File: src/rtl/vector_pkg.sv
`default_nettype none
// +----------------------------------------------------------------------+
// | vector_pkg : shared types for the enemy draw arbiter                 |
// | Rev 1.0                                                              |
// +----------------------------------------------------------------------+
package vector_pkg;

    localparam int N_ENEMY      = 3;
    localparam int COORD_W      = 8;
    localparam int SPRITE_ADR_W = 16;

    typedef enum logic [2:0] {
        ST_IDLE  = 3'd0,
        ST_PICK  = 3'd1,
        ST_ISSUE = 3'd2,
        ST_WAIT  = 3'd3,
        ST_DONE  = 3'd4
    } arb_state_t;

    typedef struct packed {
        logic [COORD_W-1:0]      x;
        logic [COORD_W-1:0]      y;
        logic [SPRITE_ADR_W-1:0] adr;
    } draw_job_t;

    function automatic logic [N_ENEMY-1:0] idx_onehot(input logic [1:0] idx);
        return N_ENEMY'(1) << idx;
    endfunction

endpackage
`default_nettype wire

File: src/rtl/rr_priority_pick.sv
`default_nettype none
// +----------------------------------------------------------------------+
// | rr_priority_pick : first pending slot scanning ptr, ptr+1, ptr+2     |
// | Rev 1.0                                                              |
// +----------------------------------------------------------------------+
module rr_priority_pick
    import vector_pkg::*;
(
    input  logic [N_ENEMY-1:0] i_pending,
    input  logic [1:0]         i_ptr,
    output logic [1:0]         o_sel,
    output logic               o_valid
);

    logic [2:0] w_sum;
    logic [1:0] w_idx;

    // Scan from the far end so the slot closest to ptr wins last.
    always_comb begin
        o_sel   = 2'd0;
        o_valid = 1'b0;
        w_sum   = 3'd0;
        w_idx   = 2'd0;
        for (int k = N_ENEMY - 1; k >= 0; k--) begin
            w_sum = {1'b0, i_ptr} + 3'(k);
            w_idx = (w_sum >= 3'd3) ? 2'(w_sum - 3'd3) : w_sum[1:0];
            if (i_pending[w_idx]) begin
                o_sel   = w_idx;
                o_valid = 1'b1;
            end
        end
    end

endmodule
`default_nettype wire

File: src/rtl/enemy_draw_arbiter.sv
`default_nettype none
// +----------------------------------------------------------------------+
// | enemy_draw_arbiter : per-frame round-robin sharing of the draw engine|
// | Rev 1.0                                                              |
// +----------------------------------------------------------------------+
module enemy_draw_arbiter
    import vector_pkg::*;
#(
    parameter int OUT_WIDTH      = COORD_W,
    parameter int ADDRESSWIDTH   = SPRITE_ADR_W,
    parameter int TIMEOUT_CYCLES = 4096
)(
    input  logic                    clk,
    input  logic                    rst,
    input  logic                    i_frame_start,
    input  logic [N_ENEMY-1:0]      i_spawn_enemy,
    input  logic [OUT_WIDTH-1:0]    i_xenemy    [N_ENEMY],
    input  logic [OUT_WIDTH-1:0]    i_yenemy    [N_ENEMY],
    input  logic [ADDRESSWIDTH-1:0] i_adr_enemy [N_ENEMY],
    output logic                    o_draw_start,
    output logic [OUT_WIDTH-1:0]    o_draw_x,
    output logic [OUT_WIDTH-1:0]    o_draw_y,
    output logic [ADDRESSWIDTH-1:0] o_draw_adr,
    input  logic                    i_draw_done,
    output logic [N_ENEMY-1:0]      o_grant,
    output logic                    o_busy,
    output logic                    o_frame_done,
    output logic                    o_timeout,
    output logic                    o_overrun
);

    localparam int              CNT_W    = $clog2(TIMEOUT_CYCLES + 1);
    localparam logic [CNT_W-1:0] CNT_LAST = CNT_W'(TIMEOUT_CYCLES - 1);

    arb_state_t          r_state;
    logic [1:0]          r_ptr;
    logic [1:0]          r_sel;
    logic [N_ENEMY-1:0]  r_pending;
    logic [CNT_W-1:0]    r_cnt;
    draw_job_t           r_jobs [N_ENEMY];

    logic [1:0]          w_sel;
    logic                w_valid;
    logic [N_ENEMY-1:0]  w_left;
    draw_job_t           w_job;

    rr_priority_pick u_pick (
        .i_pending (r_pending),
        .i_ptr     (r_ptr),
        .o_sel     (w_sel),
        .o_valid   (w_valid)
    );

    assign w_left = r_pending & ~idx_onehot(r_sel);
    assign w_job  = r_jobs[w_sel];

    always_ff @(posedge clk) begin
        if (!rst) begin
            r_state      <= ST_IDLE;
            r_ptr        <= 2'd0;
            r_sel        <= 2'd0;
            r_pending    <= '0;
            r_cnt        <= '0;
            for (int i = 0; i < N_ENEMY; i++) begin
                r_jobs[i] <= '0;
            end
            o_draw_start <= 1'b0;
            o_draw_x     <= '0;
            o_draw_y     <= '0;
            o_draw_adr   <= '0;
            o_grant      <= '0;
            o_busy       <= 1'b0;
            o_frame_done <= 1'b0;
            o_timeout    <= 1'b0;
            o_overrun    <= 1'b0;
        end else begin
            o_draw_start <= 1'b0;
            o_frame_done <= 1'b0;
            o_timeout    <= 1'b0;
            o_overrun    <= i_frame_start && (r_state != ST_IDLE);

            case (r_state)
                ST_IDLE: begin
                    if (i_frame_start) begin
                        for (int i = 0; i < N_ENEMY; i++) begin
                            r_jobs[i] <= '{x:   COORD_W'(i_xenemy[i]),
                                           y:   COORD_W'(i_yenemy[i]),
                                           adr: SPRITE_ADR_W'(i_adr_enemy[i])};
                        end
                        r_pending <= i_spawn_enemy;
                        o_busy    <= 1'b1;
                        if (|i_spawn_enemy) begin
                            r_state <= ST_PICK;
                        end else begin
                            r_state      <= ST_DONE;
                            o_frame_done <= 1'b1;
                        end
                    end
                end

                ST_PICK: begin
                    if (w_valid) begin
                        r_sel        <= w_sel;
                        o_draw_start <= 1'b1;
                        o_draw_x     <= OUT_WIDTH'(w_job.x);
                        o_draw_y     <= OUT_WIDTH'(w_job.y);
                        o_draw_adr   <= ADDRESSWIDTH'(w_job.adr);
                        o_grant      <= idx_onehot(w_sel);
                        r_state      <= ST_ISSUE;
                    end else begin
                        r_state      <= ST_DONE;
                        o_frame_done <= 1'b1;
                    end
                end

                ST_ISSUE: begin
                    r_cnt   <= '0;
                    r_state <= ST_WAIT;
                end

                ST_WAIT: begin
                    // A completion in the last watchdog cycle wins over the timeout.
                    if (i_draw_done || (r_cnt == CNT_LAST)) begin
                        o_timeout <= ~i_draw_done;
                        r_pending <= w_left;
                        if (|w_left) begin
                            r_state <= ST_PICK;
                        end else begin
                            r_state      <= ST_DONE;
                            o_frame_done <= 1'b1;
                        end
                    end else begin
                        r_cnt <= r_cnt + CNT_W'(1);
                    end
                end

                ST_DONE: begin
                    r_ptr   <= (r_ptr == 2'd2) ? 2'd0 : r_ptr + 2'd1;
                    o_grant <= '0;
                    o_busy  <= 1'b0;
                    r_state <= ST_IDLE;
                end

                default: begin
                    o_busy  <= 1'b0;
                    r_state <= ST_IDLE;
                end
            endcase
        end
    end

endmodule
`default_nettype wire
File: config.mk
export PLATFORM = sky130hd
export DESIGN_NAME = enemy_draw_arbiter
export DESIGN_NICKNAME = d
export VERILOG_FILES = /design/src/rtl/vector_pkg.sv /design/src/rtl/rr_priority_pick.sv /design/src/rtl/enemy_draw_arbiter.sv
export SDC_FILE = /design/constraint.sdc
export NUM_CORES = 1
export LEC_CHECK = 0
export ABC_AREA = 1
export CAP_MARGIN = 30
export CORE_MARGIN = 4
export CORE_UTILIZATION = 39
export DETAILED_ROUTE_END_ITERATION = 16
export HOLD_SLACK_MARGIN = 0.12
export PLACE_DENSITY = 0.63
export SYNTH_ARGS = -nofsm -noshare
export SYNTH_HDL_FRONTEND = slang
export SYNTH_SLANG_ARGS = --single-unit
File: constraint.sdc
create_clock -name clk -period 20.2 [get_ports clk]
set_input_delay 5.05 -clock clk [delete_from_list [all_inputs] [get_ports clk]]
set_output_delay 5.05 -clock clk [all_outputs]
set_load 0.005 [all_outputs]
==> results of run 1 <==
[synth_stat cells, types with 2 or more instances]
library cell / count
nand2_2: 2
nor2_1: 254
edfxtp_1: 96
inv_1: 190
buf_6: 7
nand2_4: 2
nor3_1: 6
dfxtp_1: 63
clkbuf_1: 18
buf_2: 11
a31oi_1: 2
nor2_2: 4
nand2_1: 108
xor2_1: 5
a21oi_1: 21
inv_2: 4
nand3_1: 124
buf_4: 8
nand3_2: 6
ha_1: 6
nand4_1: 8
o21ai_0: 7
[placed cells by master, fill, tap and decap left out, drive strengths merged]
cell type and count:
a21oi 21, edfxtp 96, clkdlybuf4s50 142, a31oi 2, nand3 130, clkinv 6
clkinvlp 2, nor3 6, clkbuf 20, nor4 1, xor2 5, o21bai 1
o21ai 8, buf 5, nand2 112, ha 6, nor2 258, bufinv 1
o211ai 1, a21boi 1, dfxtp 63, inv 196, nand4 8
[layer usage]
| layer | track usage | vias up | wire [µm] |
|---|---|---|---|
| li1 | - | 3194 | - |
| met1 | 0.2121 | 2772 | 8100 |
| met2 | 0.2815 | 176 | 8893 |
| met3 | 0.04231 | 21 | 1088 |
| met4 | 0.05452 | 0 | 255 |
| met5 | 0 | - | 0 |
[final timing paths]
check,slack [ns],endpoint,cells after the start
setup / recovery,12.96,r_jobs[2][26],4
hold / removal,0.47,o_grant[0],2
setup reg to reg,17.01,o_draw_x[0],13
hold reg to reg,0.47,o_grant[0],2
[metrics by stage]
step / hold slack, ns / instances / instance area (µm²) / worst slack (ns) / total power, mW
floorplan: 0.4535 / 957 / 7622 / 7.691 / 0.8613
global placement: 0.4591 / 1319 / 9169 / 12.49 / 1.007
detailed placement: 0.4654 / 1319 / 9169 / 12.47 / 1.015
CTS: 0.4740 / 1350 / 9717 / 12.93 / 1.318
global route: 0.4853 / 1351 / 9744 / 12.77 / 1.400
finish: 0.4688 / 1351 / 9744 / 12.96 / 1.305
[cells by family (layout without fill, tap and decap cells)]
kind of cell    Yosys count  after routing
compound gates           34             34
flops                   159            159
simple gates            515            515
xor+xnor                  5              5
buf+inv                 238            372
fa+ha+maj                 6              6
[tightest hold or removal path: stages (launching register included)]
cell     delay (ns)
dfxtp_1        0.31
nand3_1        0.07
nand2_1        0.04
[state kept, by name (all words and copies together) (netlist names), 2 cells and up]
name,cells
r_jobs,96
o_draw_adr,16
r_cnt,13
o_draw_x,8
o_draw_y,8
o_grant,3
r_pending,3
r_state,3
r_ptr,2
r_sel,2
[final cells by class]
type / count / area [µm²] / area share
flip-flops and latches: 159 / 4144 / 0.4253
multi-input cells: 560 / 2520 / 0.2586
repair buffers: 147 / 1479 / 0.1518
inverters: 194 / 728.2 / 0.07473
clock buffers: 20 / 436.7 / 0.04481
well taps: 260 / 325.3 / 0.03338
clock inverters: 11 / 111.4 / 0.01143
[power breakdown]
part / switching, mW / internal (mW) / total [mW] / leakage, nW
clock: 0.131 / 0.170 / 0.301 / 0.261
sequential: 0.0399 / 0.455 / 0.495 / 1.55
combinational: 0.331 / 0.177 / 0.509 / 2.58
==> flow_metrics.tcl, run 1 <==
set metrics [dict create \
    rsz0062_at_grt "false" \
    crit_buf_inv 3 \
    tightest_slew_ns 0.9383 \
    synth_top_family_by_area "simple AND/OR/NAND/NOR gates" \
    clock_latency_ns 0.43 \
    core_area_um2 18960 \
    syn_inst 957 \
    synth_top_cells_by_area "edfxtp_1 38%, dfxtp_1 17%, nor2_1 13%" \
    avgSynthCellArea_um2 7.965 \
    drc_errors 0 \
    antenna_found_initial 0 \
    grt_pass1_wl_um 28930 \
    hold_buffers 0 \
    end_kind "register" \
    drv_slew 0 \
    finalNetCount 1188 \
    max-slew-margin-rel 0.3723 \
    ant_nets 0 \
    grt_max_degree 76 \
    tns_ns 0 \
    synth_top_area_frac 0.3782 \
    cts_sinks 159 \
    initial_core_util 0.4021 \
    arrival_ns 7.29 \
    synthAdderAreaFrac 0.009849 \
    synthSimpleGateAreaFrac 0.2868 \
    ir_worst_vdd_uv 67.14 \
    fp.dieW_um 147.8 \
    crit_family "buffers and inverters" \
    status "finished clean" \
    finalCritPeriodShare 0.3585 \
    worst_clock_skew_ns 0.01099 \
    yosys_warnings 0 \
    gp_congestion 0.8871 \
    cts_buffers 17 \
    cts_tree "yes" \
    p_leak_nw 4.385 \
    core.rowCount 50 \
    drive_gt1_frac 0.05316 \
    synthMuxAreaShare 0 \
    hpwl_um 11630 \
    cp.required_ns 20.25 \
    ys_seq_area_frac 0.5437 \
    crit_chain "clkdlybuf4s50_1, inv_1, o21ai_4, buf_4" \
    synth-edff-count 96 \
    hold_violations 0 \
    clockBufferDepth 2 \
    cts_resized 0 \
    routed_wl_um 18340 \
    fin_util 0.5141 \
    cp_slowest_cell "buf_4" \
    ys_ff_latch 159 \
    vias 6163 \
    syn-cell-area_um2 7622 \
    antenna_cells 0 \
    area.growth.synth_to_final_pct 27.84 \
    grt.overflow.total 0 \
    ys.flop_type "edfxtp_1" \
    cp-startpoint "i_frame_start" \
    io-pin-count 143 \
    r2r-start "r_ptr[0]" \
    clk_pin_slew_worst_paths_ns 0.06 \
    dr.first_iter.drc_count 301 \
    synth-async-reset-ratio 0 \
    viasPerCell 4.562 \
    track_usage 0.1675 \
    yosysTopAreaCell "edfxtp_1" \
    setup_viol 0 \
    port_buffers 142 \
    synthesis.nets 1066 \
    synth-compound-area-share 0.02413 \
    fmax_mhz 138.1 \
    cts_root_buf "clkbuf_16" \
    cpPeakStageDelay_ns 0.79 \
    hp-class "register to register" \
    grt_pass1_vias 5883 \
    cap_viol_max_count 0 \
    min_period_ns 7.243 \
    worst_setup_path_start_kind "primary input" \
    min_from "o_grant[0]" \
    cts_setup_buffers 0 \
    die_h_um 147.8 \
    synthXorXnorAreaFrac 0.005745 \
    die_area_um2 21840 \
    firstDrtPassIters 5 \
    worst-setup-path-type "primary input to register" \
    power.density_nw_per_um2 133.9 \
    wire_per_inst_um 13.57 \
    crit_fanout 70 \
    cts_max_level 4 \
    synth_cell_type_count 27 \
    num-fill-cells 1787 \
]
Power figures use the tool's default switching activity.
==> inputs of run 2 (changes only) <==
Settings changed: PLACE_DENSITY 0.63 to 0.65.
Clock period 20.2 ns to 6 ns, I/O delays scaled along.
==> run 2 against run 1 <==
Compared with the run above: clock power rose to 3.6 times the previous value; worst setup slack got worse by 10 ns; count of clock-buffer cells in the layout grew 1; critical path type unchanged; critical endpoint is now o_grant[0]; highest routed layer unchanged.
==> flow_metrics.tcl, run 2 (synthesis results as in run 1) <==
set metrics [dict create \
    status "finished clean" \
    cts_resized 0 \
    min_from "o_grant[1]" \
    hpwl_um 11930 \
    firstDrtPassIters 4 \
    clockBufferDepth 2 \
    cts_max_level 4 \
    finalNetCount 1186 \
    setup_viol 0 \
    dpl.cell_count 1318 \
    hold_violations 0 \
    intPower_mw 2.766 \
    die_area_um2 21840 \
    cp.required_ns 6.31 \
    track_usage 0.1710 \
    r2r-start "r_ptr[0]" \
    tightest_slew_ns 1.005 \
    regMostFlops "r_jobs" \
    cts_setup_buffers 0 \
    antenna_found_initial 0 \
    fin_util 0.5158 \
    crit_chain "clkdlybuf4s50_1, inv_2, nor2_1, nand3_1, nand2_1" \
    area.growth.synth_to_final_pct 28.28 \
    cts_sinks 159 \
    p_sw_mw 1.675 \
    hold_buffers 0 \
    final_cell_mix "254 x nor2_1, 189 x inv_1, 142 x clkdlybuf4s50_1" \
    tns_ns 0 \
    fmax_mhz 298.2 \
    fp.dieW_um 147.8 \
    clock_latency_ns 0.42 \
    grt.overflow.total 0 \
    crit_family "buffers and inverters" \
    max-slew-margin-rel 0.3288 \
    worst_clock_skew_ns 0.01340 \
    r2r_end "r_sel[1]" \
    cts_tree "yes" \
    ant_nets 0 \
    core.rowCount 50 \
    rsz0062_at_grt "false" \
    reg_top3 "r_jobs: 96 flops, o_draw_adr: 16 flops, r_cnt: 13 flops" \
    grt_max_degree 97 \
    drive_gt1_frac 0.05229 \
    wire_per_inst_um 13.43 \
    drc_errors 0 \
    sequentialPowerShare 0.373 \
    cpPeakStageDelay_ns 0.96 \
    hp-class "register to register" \
    core_area_um2 18960 \
    worst_setup_path_start_kind "primary input" \
    cts_buffers 17 \
    antenna_cells 0 \
    power.density_nw_per_um2 454.1 \
    crit_buf_inv 2 \
    arrival_ns 3.66 \
    finalCritPeriodShare 0.5588 \
    initial_core_util 0.4021 \
    routed_wl_um 18140 \
    p_leak_nw 4.403 \
    worst_hold_slack_ns 0.4709 \
    cts_root_buf "clkbuf_16" \
    worst-setup-path-type "primary input to register" \
    power.total_mw 4.441 \
    ir_worst_vdd_uv 283.2 \
    io-pin-count 143 \
    grt_pass1_wl_um 30090 \
    whs_endpoint "o_grant[1]" \
    worstHoldPathCells 2 \
    p_sw_frac 0.3771 \
    viasPerCell 4.610 \
    drv_slew 0 \
    clk_pin_slew_worst_paths_ns 0.06 \
    num-fill-cells 1751 \
    port_buffers 142 \
    area.sequential_um2 4144 \
    r2r_slack_ns 2.80 \
    multiInputGateArea_um2 2520 \
    fin_cells 1350 \
    crit_fanout 49 \
    end_kind "register" \
    dr.first_iter.drc_count 410 \
    final_common_cell "nor2_1" \
    die_h_um 147.8 \
    gp_congestion 0.8139 \
    min_period_ns 3.353 \
    cap_viol_max_count 0 \
    cp_slowest_cell "inv_2" \
    combPwrFrac 0.386 \
    reg2reg_depth 9 \
    vias 6223 \
    largest_register_ffs 96 \
    power_frac_clock 0.240 \
    grt_pass1_vias 6165 \
]
==> run 2: cell type report <==
class                      instances  area share
multi-input combinational        560      0.2577
sequential                       159      0.4238
tap                              260     0.03327
timing repair buffer             145      0.1510
inverter                         194     0.07447
clock inverter                    11     0.01369
clock buffer                      21     0.04607
==> run 2: metrics by stage <==
stage | setup WS (ns) | cell area, µm²
after floorplan | 1.469 | 7626
after global placement | 2.116 | 9166
after detailed placement | 2.256 | 9194
after CTS | 2.696 | 9778
after global routing | 2.447 | 9778
final | 2.647 | 9778
==> run 2: power groups by stage <==
stage	clock network [mW]	logic, mW	registers, mW
floorplan	0	1.20	1.68
detailed placement	0	1.74	1.68
global route	1.13	1.97	1.69
CTS	1.08	1.74	1.66
finish	1.07	1.72	1.66
global placement	0	1.71	1.68
==> run 2: worst min-delay path, cell delays in order, from the launching register on <==
cell,delay [ns]
dfxtp_1,0.31
nand3_1,0.07
nand2_1,0.04
==> run 2: layer usage <==
metal,vias to the layer above,share of wire,global-route usage
met1,2828,0.46,0.2262
met2,182,0.47,0.2797
met3,19,0.057,0.04292
met5,-,0,0
li1,3194,-,-
met4,0,0.014,0.04846
==> run 2: worst max path at each step <==
stage                        from       endpoint  slack, ns  depth (start not counted)
floorplan           i_frame_start   r_jobs[0][0]       1.47                          2
global placement              rst  r_jobs[2][12]       2.12                          3
detailed placement            rst     o_grant[0]       2.26                          5
CTS                           rst     o_grant[0]       2.70                          5
global route             r_ptr[0]       r_sel[1]       2.45                         11
finish                        rst     o_grant[0]       2.65                          5
==> inputs of run 3 (changes only) <==
Clock period 6 ns to 2.7 ns, I/O delays scaled along.
==> run 3 against run 2 <==
Compared with the run above: final cell count grew 1.1%; clock skew fell by 0.0047 ns; die area unchanged; power up 130%; global-route usage hardly changed; critical endpoint is now o_grant[2].
==> flow_metrics.tcl, run 3 (synthesis results as in run 1) <==
set metrics [dict create \
    num-fill-cells 1782 \
    ant_nets 0 \
    cp-startpoint "r_ptr[0]" \
    finalNetCount 1201 \
    antenna_cells 0 \
    r2r_slack_ns 0.38 \
    gp_congestion 0.8828 \
    p_leak_nw 4.467 \
    core_area_um2 18960 \
    port_buffers 142 \
    finalCritPeriodShare 0.8597 \
    final_cell_area_um2 9916 \
    initial_core_util 0.4021 \
    core.rowCount 50 \
    cap_viol_max_count 0 \
    tns_ns 0 \
    worst-setup-path-type "register to register" \
    cpPeakStageDelay_ns 0.54 \
    min_period_ns 2.321 \
    hold_violations 0 \
    cp.required_ns 3.05 \
    arrival_ns 2.67 \
    worst_clock_skew_ns 0.008704 \
    die_h_um 147.8 \
    drc_errors 0 \
    grt_pass1_wl_um 29750 \
    clock_latency_ns 0.43 \
    area.growth.synth_to_final_pct 30.09 \
    drv_slew 0 \
    crit_chain "inv_1, ha_1, nand3_1, a21boi_2, nand2_1, nand2_2, inv_2, nand3_1, o21ai_1" \
    crit_family "buffers and inverters" \
    hold_buffers 0 \
    clockBufferDepth 2 \
    cts_sinks 159 \
    cts_resized 0 \
    worst_setup_path_start_kind "register" \
    firstDrtPassIters 5 \
    wire_per_inst_um 13.48 \
    cpMostUsedCell "nand3_1" \
    fmax_mhz 430.8 \
    post_dp_cell_area_um2 9321 \
    cts_buffers 17 \
    grt_pass1_vias 5954 \
    hp-class "register to register" \
    crit_fanout 35 \
    cts_root_buf "clkbuf_16" \
    cts_tree "yes" \
    r2r-start "r_ptr[0]" \
    viasPerCell 4.523 \
    largest_register_ffs 96 \
    setup_viol 0 \
    final_cell_mix "254 x nor2_1, 188 x inv_1, 142 x clkdlybuf4s50_1" \
    clk_pin_slew_worst_paths_ns 0.06 \
    grt.overflow.total 0 \
    die_area_um2 21840 \
    grt_max_degree 80 \
    vias 6174 \
    cp.depth 9 \
    dr.first_iter.drc_count 360 \
    status "finished clean" \
    cts_setup_buffers 0 \
    endpoint "o_grant[2]" \
    max-slew-margin-rel 0.5268 \
    hpwl_um 12600 \
    ir_worst_vdd_uv 701.2 \
    fp.dieW_um 147.8 \
    antenna_found_initial 0 \
    final_common_cell "nor2_1" \
    io-pin-count 143 \
    routed_wl_um 18410 \
    r2r_end "o_grant[2]" \
    drive_gt1_frac 0.06516 \
    end_kind "register" \
    tightest_slew_ns 0.7087 \
    cts_max_level 4 \
    regMostFlops "r_jobs" \
    track_usage 0.1710 \
    reg_top3 "r_jobs: 96 flops, o_draw_adr: 16 flops, r_cnt: 13 flops" \
    power.density_nw_per_um2 1026 \
    cp_slowest_cell "inv_2" \
    rsz0062_at_grt "false" \
    crit_buf_inv 2 \
    reg2reg_depth 9 \
]
==> run 3: through the flow <==
| step | cells | hold slack [ns] | worst slack [ns] | power (mW) | utilization |
|---|---|---|---|---|---|
| CTS | 1365 | 0.4727 | 0.3775 | 10.26 | 0.5231 |
| detailed placement | 1333 | 0.4639 | 0.3813 | 7.811 | 0.4917 |
| global route | 1365 | 0.5043 | 0.1464 | 10.88 | 0.5231 |
| floorplan | 957 | 0.4535 | 0.0005578 | 6.378 | - |
| finish | 1365 | 0.4736 | 0.3788 | 10.18 | 0.5231 |
| global placement | 1333 | 0.4619 | 0.4208 | 7.746 | 0.4917 |
==> run 3: worst reg2reg max path, stage by stage, from the launching register on <==
cell      delay (ns)
dfxtp_1         0.36
inv_1           0.10
ha_1            0.42
nand3_1         0.13
a21boi_2        0.19
nand2_1         0.08
nand2_2         0.06
inv_2           0.54
nand3_1         0.20
o21ai_1         0.18
==> run 3: worst min-delay path by stage <==
stage	startpoint	endpoint	slack (ns)	cells past startpoint
floorplan	r_sel[0]	r_sel[0]	0.45	2
global placement	o_grant[0]	o_grant[0]	0.46	2
detailed placement	o_grant[0]	o_grant[0]	0.46	2
CTS	o_grant[0]	o_grant[0]	0.47	2
global route	r_sel[0]	r_sel[0]	0.50	2
finish	o_grant[1]	o_grant[1]	0.47	2
==> run 3: cell type report <==
type	count	area [µm²]	share of cell area
well taps	260	325.3	0.03281
repair buffers	160	1607	0.1620
clock inverters	13	161.4	0.01628
multi-input cells	560	2517	0.2539
clock buffers	19	432.9	0.04366
inverters	194	728.2	0.07344
flip-flops and latches	159	4144	0.4179
==> run 3: power breakdown <==
part	leakage, nW	switching (mW)	internal, mW
logic	2.65	2.53	1.50
clock network	0.270	0.981	1.45
registers	1.55	0.317	3.40
total	4.47	3.83	6.35
==> run 3: layer usage <==
metal | up-vias | track usage | routed length (µm)
li1 | 3224 | - | -
met1 | 2767 | 0.2213 | 8320
met4 | 0 | 0.05499 | 244
met2 | 163 | 0.2803 | 8647
met3 | 20 | 0.04568 | 1192
met5 | - | 0 | 0
